### config.mk
export PLATFORM = sky130hd
export DESIGN_NAME = multicycle_ctl
export DESIGN_NICKNAME = d
export VERILOG_FILES = /design/src/rtl/ctl_pkg.sv /design/src/rtl/ctl_decode.sv /design/src/rtl/multicycle_ctl.sv
export SDC_FILE = /design/constraint.sdc
export NUM_CORES = 1
export LEC_CHECK = 0
export BUFFER_PORTS_ARGS = -buffer_cell sky130_fd_sc_hd__buf_2
export CAP_MARGIN = 15
export CORE_ASPECT_RATIO = 1.4
export CORE_MARGIN = 2
export CORE_UTILIZATION = 43
export CTS_CLUSTER_SIZE = 10
export DETAILED_ROUTE_END_ITERATION = 10
export HOLD_SLACK_MARGIN = 0.08
export PLACE_DENSITY = 0.79
export SLEW_MARGIN = 15
export SYNTH_ARGS = -nofsm -noshare
export SYNTH_HDL_FRONTEND = slang
export SYNTH_SLANG_ARGS = --single-unit
### constraint.sdc
create_clock -name clk -period 3.9 [get_ports clk]
set_clock_uncertainty 0.2 [all_clocks]
set_input_delay 1.17 -clock clk [delete_from_list [all_inputs] [get_ports clk]]
set_output_delay 1.17 -clock clk [all_outputs]
set_load 0.01 [all_outputs]
### src/rtl/ctl_pkg.sv
// Shared types and encodings for the multicycle controller: state enum,
// opcode constants, format/U/branch-jump/ALU-class encodings and the decode bundle.
package ctl_pkg;

  typedef enum logic [2:0] {
    ST_IDLE   = 3'd0,
    ST_FETCH  = 3'd1,
    ST_DECODE = 3'd2,
    ST_EXEC   = 3'd3,
    ST_MEM    = 3'd4,
    ST_WB     = 3'd5,
    ST_MULDIV = 3'd6,
    ST_TRAP   = 3'd7
  } state_t;

  localparam logic [6:0] OPC_OP     = 7'b0110011;
  localparam logic [6:0] OPC_OP_IMM = 7'b0010011;
  localparam logic [6:0] OPC_LOAD   = 7'b0000011;
  localparam logic [6:0] OPC_STORE  = 7'b0100011;
  localparam logic [6:0] OPC_BRANCH = 7'b1100011;
  localparam logic [6:0] OPC_JAL    = 7'b1101111;
  localparam logic [6:0] OPC_JALR   = 7'b1100111;
  localparam logic [6:0] OPC_LUI    = 7'b0110111;
  localparam logic [6:0] OPC_AUIPC  = 7'b0010111;
  localparam logic [6:0] F7_MULDIV  = 7'b0000001;

  localparam logic [5:0] FMT_NONE = 6'b000000;
  localparam logic [5:0] FMT_R    = 6'b000001;
  localparam logic [5:0] FMT_I    = 6'b000010;
  localparam logic [5:0] FMT_S    = 6'b000100;
  localparam logic [5:0] FMT_B    = 6'b001000;
  localparam logic [5:0] FMT_U    = 6'b010000;
  localparam logic [5:0] FMT_J    = 6'b100000;

  localparam logic [1:0] USEL_NONE  = 2'b00;
  localparam logic [1:0] USEL_LUI   = 2'b01;
  localparam logic [1:0] USEL_AUIPC = 2'b10;

  localparam logic [2:0] BJ_NONE   = 3'b000;
  localparam logic [2:0] BJ_BRANCH = 3'b001;
  localparam logic [2:0] BJ_JAL    = 3'b010;
  localparam logic [2:0] BJ_JALR   = 3'b011;

  localparam logic [1:0] ALU_ADD   = 2'b00;
  localparam logic [1:0] ALU_ARITH = 2'b01;
  localparam logic [1:0] ALU_CMP   = 2'b10;
  localparam logic [1:0] ALU_PASSB = 2'b11;

  typedef struct packed {
    logic [5:0] fmt;
    logic [1:0] u_sel;
    logic [2:0] bj;
    logic [5:0] alu_op;
    logic       alu_src;
    logic       mem_to_reg;
    logic       is_load;
    logic       is_store;
    logic       is_branch;
    logic       is_jump;
    logic       is_muldiv;
    logic       legal;
  } dec_t;

  function automatic logic [5:0] alu_op_pack(input logic [1:0] cls, input logic f7b5,
                                             input logic [2:0] f3);
    return {cls, f7b5, f3};
  endfunction

endpackage

### src/rtl/ctl_decode.sv
// Combinational instruction decoder: opcode/funct3/funct7 to format, ALU and
// control-class fields. Macro CTL_MULDIV_EN makes funct7=0000001 on OP a mul/div.
module ctl_decode
  import ctl_pkg::*;
(
  input  logic [6:0] opcode,
  input  logic [2:0] funct3,
  input  logic [6:0] funct7,
  output dec_t       dec
);

  dec_t dec_raw_s;

  // Field decode; unsupported encodings leave legal low
  always_comb begin
    dec_raw_s       = '0;
    dec_raw_s.legal = 1'b1;
    case (opcode)
      OPC_OP: begin
        dec_raw_s.fmt    = FMT_R;
        dec_raw_s.alu_op = alu_op_pack(ALU_ARITH, funct7[5], funct3);
`ifdef CTL_MULDIV_EN
        dec_raw_s.is_muldiv = (funct7 == F7_MULDIV);
`else
        dec_raw_s.legal = (funct7 != F7_MULDIV);
`endif
      end
      OPC_OP_IMM: begin
        // only SRAI/SRLI use funct7[5] among the immediate ops
        dec_raw_s.fmt     = FMT_I;
        dec_raw_s.alu_op  = alu_op_pack(ALU_ARITH, (funct3 == 3'b101) && funct7[5], funct3);
        dec_raw_s.alu_src = 1'b1;
      end
      OPC_LOAD: begin
        dec_raw_s.fmt        = FMT_I;
        dec_raw_s.alu_op     = alu_op_pack(ALU_ADD, 1'b0, funct3);
        dec_raw_s.alu_src    = 1'b1;
        dec_raw_s.mem_to_reg = 1'b1;
        dec_raw_s.is_load    = 1'b1;
      end
      OPC_STORE: begin
        dec_raw_s.fmt      = FMT_S;
        dec_raw_s.alu_op   = alu_op_pack(ALU_ADD, 1'b0, funct3);
        dec_raw_s.alu_src  = 1'b1;
        dec_raw_s.is_store = 1'b1;
      end
      OPC_BRANCH: begin
        dec_raw_s.fmt       = FMT_B;
        dec_raw_s.bj        = BJ_BRANCH;
        dec_raw_s.alu_op    = alu_op_pack(ALU_CMP, 1'b0, funct3);
        dec_raw_s.is_branch = 1'b1;
      end
      OPC_JAL: begin
        dec_raw_s.fmt     = FMT_J;
        dec_raw_s.bj      = BJ_JAL;
        dec_raw_s.alu_op  = alu_op_pack(ALU_ADD, 1'b0, 3'b000);
        dec_raw_s.alu_src = 1'b1;
        dec_raw_s.is_jump = 1'b1;
      end
      OPC_JALR: begin
        dec_raw_s.fmt     = FMT_I;
        dec_raw_s.bj      = BJ_JALR;
        dec_raw_s.alu_op  = alu_op_pack(ALU_ADD, 1'b0, funct3);
        dec_raw_s.alu_src = 1'b1;
        dec_raw_s.is_jump = 1'b1;
      end
      OPC_LUI: begin
        dec_raw_s.fmt     = FMT_U;
        dec_raw_s.u_sel   = USEL_LUI;
        dec_raw_s.alu_op  = alu_op_pack(ALU_PASSB, 1'b0, 3'b000);
        dec_raw_s.alu_src = 1'b1;
      end
      OPC_AUIPC: begin
        dec_raw_s.fmt     = FMT_U;
        dec_raw_s.u_sel   = USEL_AUIPC;
        dec_raw_s.alu_op  = alu_op_pack(ALU_ADD, 1'b0, 3'b000);
        dec_raw_s.alu_src = 1'b1;
      end
      default: dec_raw_s.legal = 1'b0;
    endcase
  end

  assign dec = dec_raw_s.legal ? dec_raw_s : '0;

endmodule

### src/rtl/multicycle_ctl.sv
// Multicycle Moore control FSM with memory-wait timeout and sticky trap.
// Macro CTL_MULDIV_EN adds the MULDIV state and the md_start/md_done handshake.
module multicycle_ctl
  import ctl_pkg::*;
#(
  parameter int WAIT_W   = 4,
  parameter int ALU_OP_W = 6
) (
  input  logic                clk,
  input  logic                rst,
  input  logic [6:0]          opcode,
  input  logic [2:0]          funct3,
  input  logic [6:0]          funct7,
  input  logic                mem_ready,
  input  logic                branch_taken,
  input  logic                md_done,
  output logic                mem_req,
  output logic                mem_we,
  output logic                ir_write,
  output logic                pc_write,
  output logic                reg_write,
  output logic                mem_read,
  output logic                mem_to_reg,
  output logic                alu_src,
  output logic                md_start,
  output logic [5:0]          i_format,
  output logic [1:0]          U_sel,
  output logic [2:0]          bj_type,
  output logic [ALU_OP_W-1:0] alu_op,
  output logic                illegal,
  output logic [2:0]          state_dbg
);

  // Timeout is taken on the last allowed wait cycle, i.e. when the count would saturate
  localparam int                WAIT_LAST   = (1 << WAIT_W) - 2;
  localparam logic [WAIT_W-1:0] WAIT_LAST_V = WAIT_W'(WAIT_LAST);
  localparam logic [WAIT_W-1:0] WAIT_ONE    = WAIT_W'(1);

  state_t            state_r;
  state_t            state_nxt_s;
  logic [WAIT_W-1:0] wait_cnt_r;
  logic [WAIT_W-1:0] wait_cnt_nxt_s;
  logic              illegal_r;
  logic              wait_last_s;
  logic              dec_on_s;
  logic              md_go_s;
  dec_t              dec_s;

  ctl_decode u_decode (
    .opcode (opcode),
    .funct3 (funct3),
    .funct7 (funct7),
    .dec    (dec_s)
  );

  assign wait_last_s = (wait_cnt_r == WAIT_LAST_V);

  // State register, wait counter and sticky trap flag
  always_ff @(posedge clk or posedge rst) begin
    if (rst) begin
      state_r    <= ST_IDLE;
      wait_cnt_r <= {WAIT_W{1'b0}};
      illegal_r  <= 1'b0;
    end else begin
      state_r    <= state_nxt_s;
      wait_cnt_r <= wait_cnt_nxt_s;
      illegal_r  <= (state_nxt_s == ST_TRAP);
    end
  end

  // Next state and strobes; the counter is zero unless a memory wait continues
  always_comb begin
    state_nxt_s    = state_r;
    wait_cnt_nxt_s = {WAIT_W{1'b0}};
    md_go_s        = 1'b0;
    mem_req        = 1'b0;
    mem_we         = 1'b0;
    ir_write       = 1'b0;
    pc_write       = 1'b0;
    reg_write      = 1'b0;
    mem_read       = 1'b0;
    case (state_r)
      ST_IDLE: state_nxt_s = ST_FETCH;
      ST_FETCH: begin
        mem_req = 1'b1;
        if (mem_ready) begin
          ir_write    = 1'b1;
          pc_write    = 1'b1;
          state_nxt_s = ST_DECODE;
        end else if (wait_last_s) begin
          state_nxt_s = ST_TRAP;
        end else begin
          wait_cnt_nxt_s = wait_cnt_r + WAIT_ONE;
        end
      end
      ST_DECODE: state_nxt_s = dec_s.legal ? ST_EXEC : ST_TRAP;
      ST_EXEC: begin
        if (dec_s.is_branch) begin
          pc_write    = branch_taken;
          state_nxt_s = ST_FETCH;
        end else if (dec_s.is_jump) begin
          pc_write    = 1'b1;
          state_nxt_s = ST_WB;
        end else if (dec_s.is_load || dec_s.is_store) begin
          state_nxt_s = ST_MEM;
`ifdef CTL_MULDIV_EN
        end else if (dec_s.is_muldiv) begin
          md_go_s     = 1'b1;
          state_nxt_s = ST_MULDIV;
`endif
        end else begin
          state_nxt_s = ST_WB;
        end
      end
      ST_MEM: begin
        mem_req  = 1'b1;
        mem_we   = dec_s.is_store;
        mem_read = dec_s.is_load;
        if (mem_ready) begin
          state_nxt_s = dec_s.is_load ? ST_WB : ST_FETCH;
        end else if (wait_last_s) begin
          state_nxt_s = ST_TRAP;
        end else begin
          wait_cnt_nxt_s = wait_cnt_r + WAIT_ONE;
        end
      end
      ST_WB: begin
        reg_write   = 1'b1;
        state_nxt_s = ST_FETCH;
      end
`ifdef CTL_MULDIV_EN
      ST_MULDIV: state_nxt_s = md_done ? ST_WB : ST_MULDIV;
`endif
      ST_TRAP: state_nxt_s = ST_TRAP;
      default: state_nxt_s = ST_TRAP;
    endcase
  end

`ifdef CTL_MULDIV_EN
  logic md_start_r;

  // md_start is high for the first MULDIV cycle only
  always_ff @(posedge clk or posedge rst) begin
    if (rst) begin
      md_start_r <= 1'b0;
    end else begin
      md_start_r <= md_go_s;
    end
  end

  assign md_start = md_start_r;
  logic unused_muldiv;
  assign unused_muldiv = md_go_s;
`else
  assign md_start = 1'b0;
  logic unused_muldiv;
  assign unused_muldiv = md_done ^ md_go_s ^ dec_s.is_muldiv;
`endif

  assign dec_on_s   = state_r inside {ST_DECODE, ST_EXEC, ST_MEM, ST_WB, ST_MULDIV};
  assign i_format   = dec_on_s ? dec_s.fmt : FMT_NONE;
  assign U_sel      = dec_on_s ? dec_s.u_sel : USEL_NONE;
  assign bj_type    = dec_on_s ? dec_s.bj : BJ_NONE;
  assign alu_op     = dec_on_s ? dec_s.alu_op : 6'b000000;
  assign alu_src    = dec_on_s & dec_s.alu_src;
  assign mem_to_reg = dec_on_s & dec_s.mem_to_reg;
  assign illegal    = illegal_r;
  assign state_dbg  = state_r;

endmodule

### After elaboration in Yosys (flattened, before gate mapping)

Index checks and enable logic that the tools add are counted.

| word-level totals | value |
|---|---|
| bits in registers | 8 |
| bits of input ports | 22 |
| output and inout port bits | 30 |
| logic and storage cells | 73 |

| operators by class | value |
|---|---|
| $add $sub $neg | 1 |
| equality and inequality tests | 19 |
| muxes and demuxes | 36 |
| bitwise gates (word level) | 2 |
| reductions and logical operators | 12 |

Operators with widths:

| operator | count |
|---|---|
| 6-bit one-hot mux with 6 select lines | 1 |
| 6-bit one-hot mux with 5 select lines | 1 |
| 25-bit two-way mux | 1 |
| 7-bit by 6-bit equality test with 1-bit output (second input constant) | 3 |
| 7-bit equality test (second input constant) | 3 |
| 3-bit two-way mux | 7 |
| 3-bit equality test (second input constant) | 5 |
| 3-bit one-hot mux with 5 select lines | 1 |
| 7-bit by 5-bit equality test with 1-bit output (second input constant) | 2 |
| 1-bit two-way mux | 14 |
| 4-bit two-way mux | 3 |
| 6-bit two-way mux | 2 |
| 2-bit OR reduction | 4 |
| 8-bit OR reduction | 1 |
| 7-bit by 2-bit equality test with 1-bit output (second input constant) | 1 |
| 7-bit by 1-bit != test with 1-bit output (second input constant) | 1 |
| 7-bit OR reduction | 1 |
| 3-bit by 2-bit equality test with 1-bit output (second input constant) | 2 |
| 2-bit one-hot mux with 3 select lines | 1 |
| 3-bit OR reduction | 2 |
| 5-bit nonzero test | 1 |
| 4-bit by 1-bit adder with 4-bit output (second input constant) | 1 |
| 4-bit equality test (second input constant) | 1 |
| 2-bit two-way mux | 2 |
| 7 further kinds | 9 |

### Longest topological paths before layout

| logic depth | value |
|---|---|
| depth in word-level cells | 10 |
| gate-level depth with buffers | 7 |
| depth with buffers taken out | 7 |

### Cells and area by module

From an unflattened synthesis, not the netlist that was laid out.

| second synthesis, totals | value |
|---|---|
| cell total of the unflattened synthesis | 134 |
| area, all modules | 1004.7 um2 |

Modules (own cells, without submodules):

| module | instances | cells each | area an instance (um2) |
|---|---|---|---|
| multicycle_ctl | 1 | 80 | 661.9 |
| ctl_decode | 1 | 54 | 342.8 |

### Worst setup path before layout

Ideal clock, no wire load.

| timing | value |
|---|---|
| path kind | input to output |
| start point | input opcode[6] |
| end point | output alu_op[0] |
| arrival time | 2465 ps |
| required time | 2530 ps |
| slack | 65 ps |
| cell stages on the path | 7 |
| path buffers | 2 |
| cell sequence | buf_6 and3b_2 a21oi_1 a211o_1 a21o_1 buf_6 nor3_1 |

| between the ends | value |
|---|---|
| word-level cells in the longest chain between the ends | 5 |
| elaborated cells on any way between the ends | 15 |
| those cells by class | eq/ne: 9; mux: 4; reduce/logical: 2 |

Ends and longest elaborated chain:

| item | RTL line | text |
|---|---|---|
| from (decl) | multicycle_ctl.sv:11 | `input logic [6:0] opcode,` |
| 7-bit by 5-bit equality test with 1-bit output, or another cell as far along | ctl_decode.sv:18 | `case (opcode)` |
| 8-bit OR reduction (no line) or 3-bit OR reduction (tied branches) | - |  |
| 1-bit one-hot mux with 2 select lines or 6-bit one-hot mux with 5 select lines (tied branches) | ctl_decode.sv:18 |  |
| 25-bit two-way mux (*) | ctl_decode.sv:83 | `assign dec = dec_raw_s.legal ? dec_raw_s : '0;` |
| 6-bit two-way mux (*) | multicycle_ctl.sv:164 | `assign alu_op = dec_on_s ? dec_s.alu_op : 6'b000000;` |
| to (decl) | multicycle_ctl.sv:29 | `output logic [ALU_OP_W-1:0] alu_op,` |

Mark *: on every way between the ends. The rest lies on a longest branch, timed or not.

### Worst setup path after layout

| timing | value |
|---|---|
| start point | input funct7[2] |
| end point | output alu_op[0] |

| between the ends | value |
|---|---|
| word-level cells in the longest chain between the ends | 4 |

Ends and longest elaborated chain:

| item | RTL line | text |
|---|---|---|
| from (decl) | multicycle_ctl.sv:13 | `input logic [6:0] funct7,` |
| 7-bit by 1-bit != test with 1-bit output | ctl_decode.sv:25 | `dec_raw_s.legal = (funct7 != F7_MULDIV);` |
| 1-bit one-hot mux with 2 select lines | ctl_decode.sv:18 |  |
| 25-bit two-way mux | ctl_decode.sv:83 |  |
| 6-bit two-way mux | multicycle_ctl.sv:164 |  |

No other way between the ends.

==> out/qor.yml <==
dr.first_iter.drc_count: 13
drv_cap: 0
overflow: 0
diodes: 0
die_w_um: 42.1
path_clk_slew_ns: 0.05
io_pins: 52
synth.distinct_cells: 41
critPathCaptureType: "output pin"
slew_violations: 0
cts_max_level: 1
setup_viol: 14
finalPower_uw: 488
path_max_fanout: 6
worstSkewPairLatency_ns: 0.25
min_period_ns: 4.02
maxClockFrequency_mhz: 249
yosysSeqAreaShare: 0.229
min_path_cells: 1
rrSetupSlack_ns: 2.15
fin_nets: 211
synth_area_um2: 873
cp.buffers_inverters: 3
dr.pass1.iters: 4
cp-start-kind: "input port"
r2r_start: "state_dbg[1]$_DFF_PP0_"
netlist.top_cell.by_area: "dfrtp_1"
hp-class: "reg2reg"
hold_viol_final: 0
core_area_mm2: 0.00195
synthArstFlopShare: 1.00
synthCells: 121
register_area_um2: 200
grt_pass1_wl_mm: 4.15
synth_common_cells: "19 x nor2_1, 10 x nand2_1, 10 x nor3_1"
synthMuxAreaShare: 0
synth_warnings: 0
synthXorXnorAreaFrac: 0.0201
rsz0062_at_grt: "yes"
hp-start: "wait_cnt_r[0]$_DFF_PP0_"
dieArea_mm2: 0.00241
yosys.area_share.simple: 0.440
synth_top_family_by_area: "simple AND/OR/NAND/NOR gates"
core.rowCount: 19
synth-compound-area-share: 0.176
ys_ff_latch: 8
die_h_um: 57.3
avgSynthCellArea_um2: 7.22
vdd_drop_max_uv: 341
yosys.area.top_type_share: 0.229
synth_most_common_cell: "nor2_1"
yosys.area_share.adder: 0.0287
worst_ep_arrival_time_ns: 2.65
status: "complete, but fails checks"
min_period_over_period: 1.03
grt_max_degree: 17
post_route_cells_drive_above_1_share: 0.476
ant_nets: 0
cp_slowest_cell: "or4_4"
synthTopCellsByArea: "dfrtp_1 23%, nor2_1 8.2%, nor3_1 5.7%"
final_cells: 206
grt_usage: 0.213
synth_ff_type: "dfrtp_1"
r2r-end: "state_dbg[2]$_DFF_PP0_"
antenna_found_initial: 0
num_vias: 1122
drc: 0
cts.sinks: 8
area_growth_pct: 57.7
cp.depth: 8
cts_tree: "done"
worstPathRequired_ns: 2.53
dpl.hpwl_mm: 2.07
n_fill_cell: 164
io_buffers: 48
place_area_mm2: 0.00123
setup_ws_ns: -0.119
wl_per_cell_um: 13.4
cpLargestDelayFamily: "simple AND/OR/NAND/NOR gates"
grt_pass1_vias: 1033
leakagePower_uw: 0.000690
dp_cells: 201
multi_input_area_um2: 663
cts_buffers: 3
postLayoutCellArea_mm2: 0.00138
synth_edf_count: 0
viasPerCell: 5.45
wirelength_mm: 2.76
violations: "setup timing"
p_per_area_mw_per_mm2: 354
cts-root-buf: "clkbuf_4"
path_cells: "buf_6, or4_4, o41ai_4, a21o_2, a21o_4, buf_12, nor3_1, buf_2"
reg2reg_depth: 5
cts_buffer_depth: 2
hold_end: "wait_cnt_r[0]$_DFF_PP0_"
crit_type: "in2out"
cp_slowest_stage_delay_ns: 0.53
start_util: 0.448
gp_congestion: 0.888
## metrics by stage
stage          hold slack (ns)  setup slack (ns)  TNS, ns  utilization
5_1_grt                  0.316            -0.170    -2.04        0.707
4_1_cts                  0.304            -0.157    -1.68        0.659
3_3_place_gp             0.280            -0.167    -1.93        0.630
6_report                 0.300            -0.119    -1.31        0.707
2_1_floorplan            0.253            0.0651        0            -
3_5_place_dp             0.297            -0.237    -2.64        0.630
## flip-flops by register name, indices dropped and copies added, names as in the netlist
name	flops
state_dbg	3
illegal	1
wait_cnt_r	4
## layer usage
| metal | track usage | vias to the layer above | wire, um |
|---|---|---|---|
| met4 | 0.0714 | 0 | 34 |
| li1 | - | 558 | - |
| met1 | 0.233 | 517 | 1060 |
| met5 | 0 | - | 0 |
| met3 | 0.0285 | 4 | 176 |
| met2 | 0.413 | 43 | 1490 |
## worst register-to-register path, stage by stage (launching register included)
cell      delay (ns)
dfrtp_1         0.64
nor2_1          0.12
nand2_1         0.13
o21ai_0         0.09
a311oi_1        0.28
o21ai_0         0.15
## what timing repair did
| item | 4_1_cts | 5_1_grt |
|---|---|---|
| gates cloned | 0 | 1 |
| gates resized for setup | 6 | 10 |
| endpoints found under the setup margin | 14 | 15 |
| pin swaps | 2 | 3 |
| hold buffers | 0 | 0 |
| setup buffers | 0 | 1 |
## report_power, final
part           switching (uW)  leakage (uW)  internal (uW)
registers                49.7      0.000103            109
clock network            24.4     0.0000138           34.9
logic                     151      0.000573            120
total                     225      0.000690            263
## cell type report
type,count,area share
timing repair buffer,68,0.319
clock buffer,3,0.0163
tap,21,0.0191
multi-input combinational,99,0.481
sequential,8,0.145
inverter,7,0.0191
## logic make-up (layout without fill, tap and decap cells)
logic type / Yosys count / in the layout
xor+xnor: 2 / 2
buf+inv: 15 / 78
simple gates: 68 / 68
other cells: 1 / 2
flops: 8 / 8
fa+ha+maj: 2 / 2
compound gates: 25 / 25
## cell usage in the layout (no fill, tap or decap), types with 6 or more instances in the layout
| cell type | instances |
|---|---|
| a21oi_1 | 9 |
| buf_2 | 45 |
| buf_4 | 17 |
| nand2_1 | 10 |
| inv_1 | 7 |
| nor3_1 | 7 |
| nand3_1 | 6 |
| dfrtp_1 | 8 |
| nor2_1 | 19 |
| o21ai_0 | 6 |
## worst max path at each step
stage | from | endpoint | slack [ns]
6_report | funct7[2] | alu_op[0] | -0.12
5_1_grt | funct7[2] | U_sel[0] | -0.17
4_1_cts | funct7[2] | alu_op[0] | -0.16
3_5_place_dp | funct7[2] | alu_op[0] | -0.24
3_3_place_gp | funct7[2] | alu_op[0] | -0.17
2_1_floorplan | opcode[6] | alu_op[0] | 0.07
Note: power is estimated with default switching activity, not from simulation.
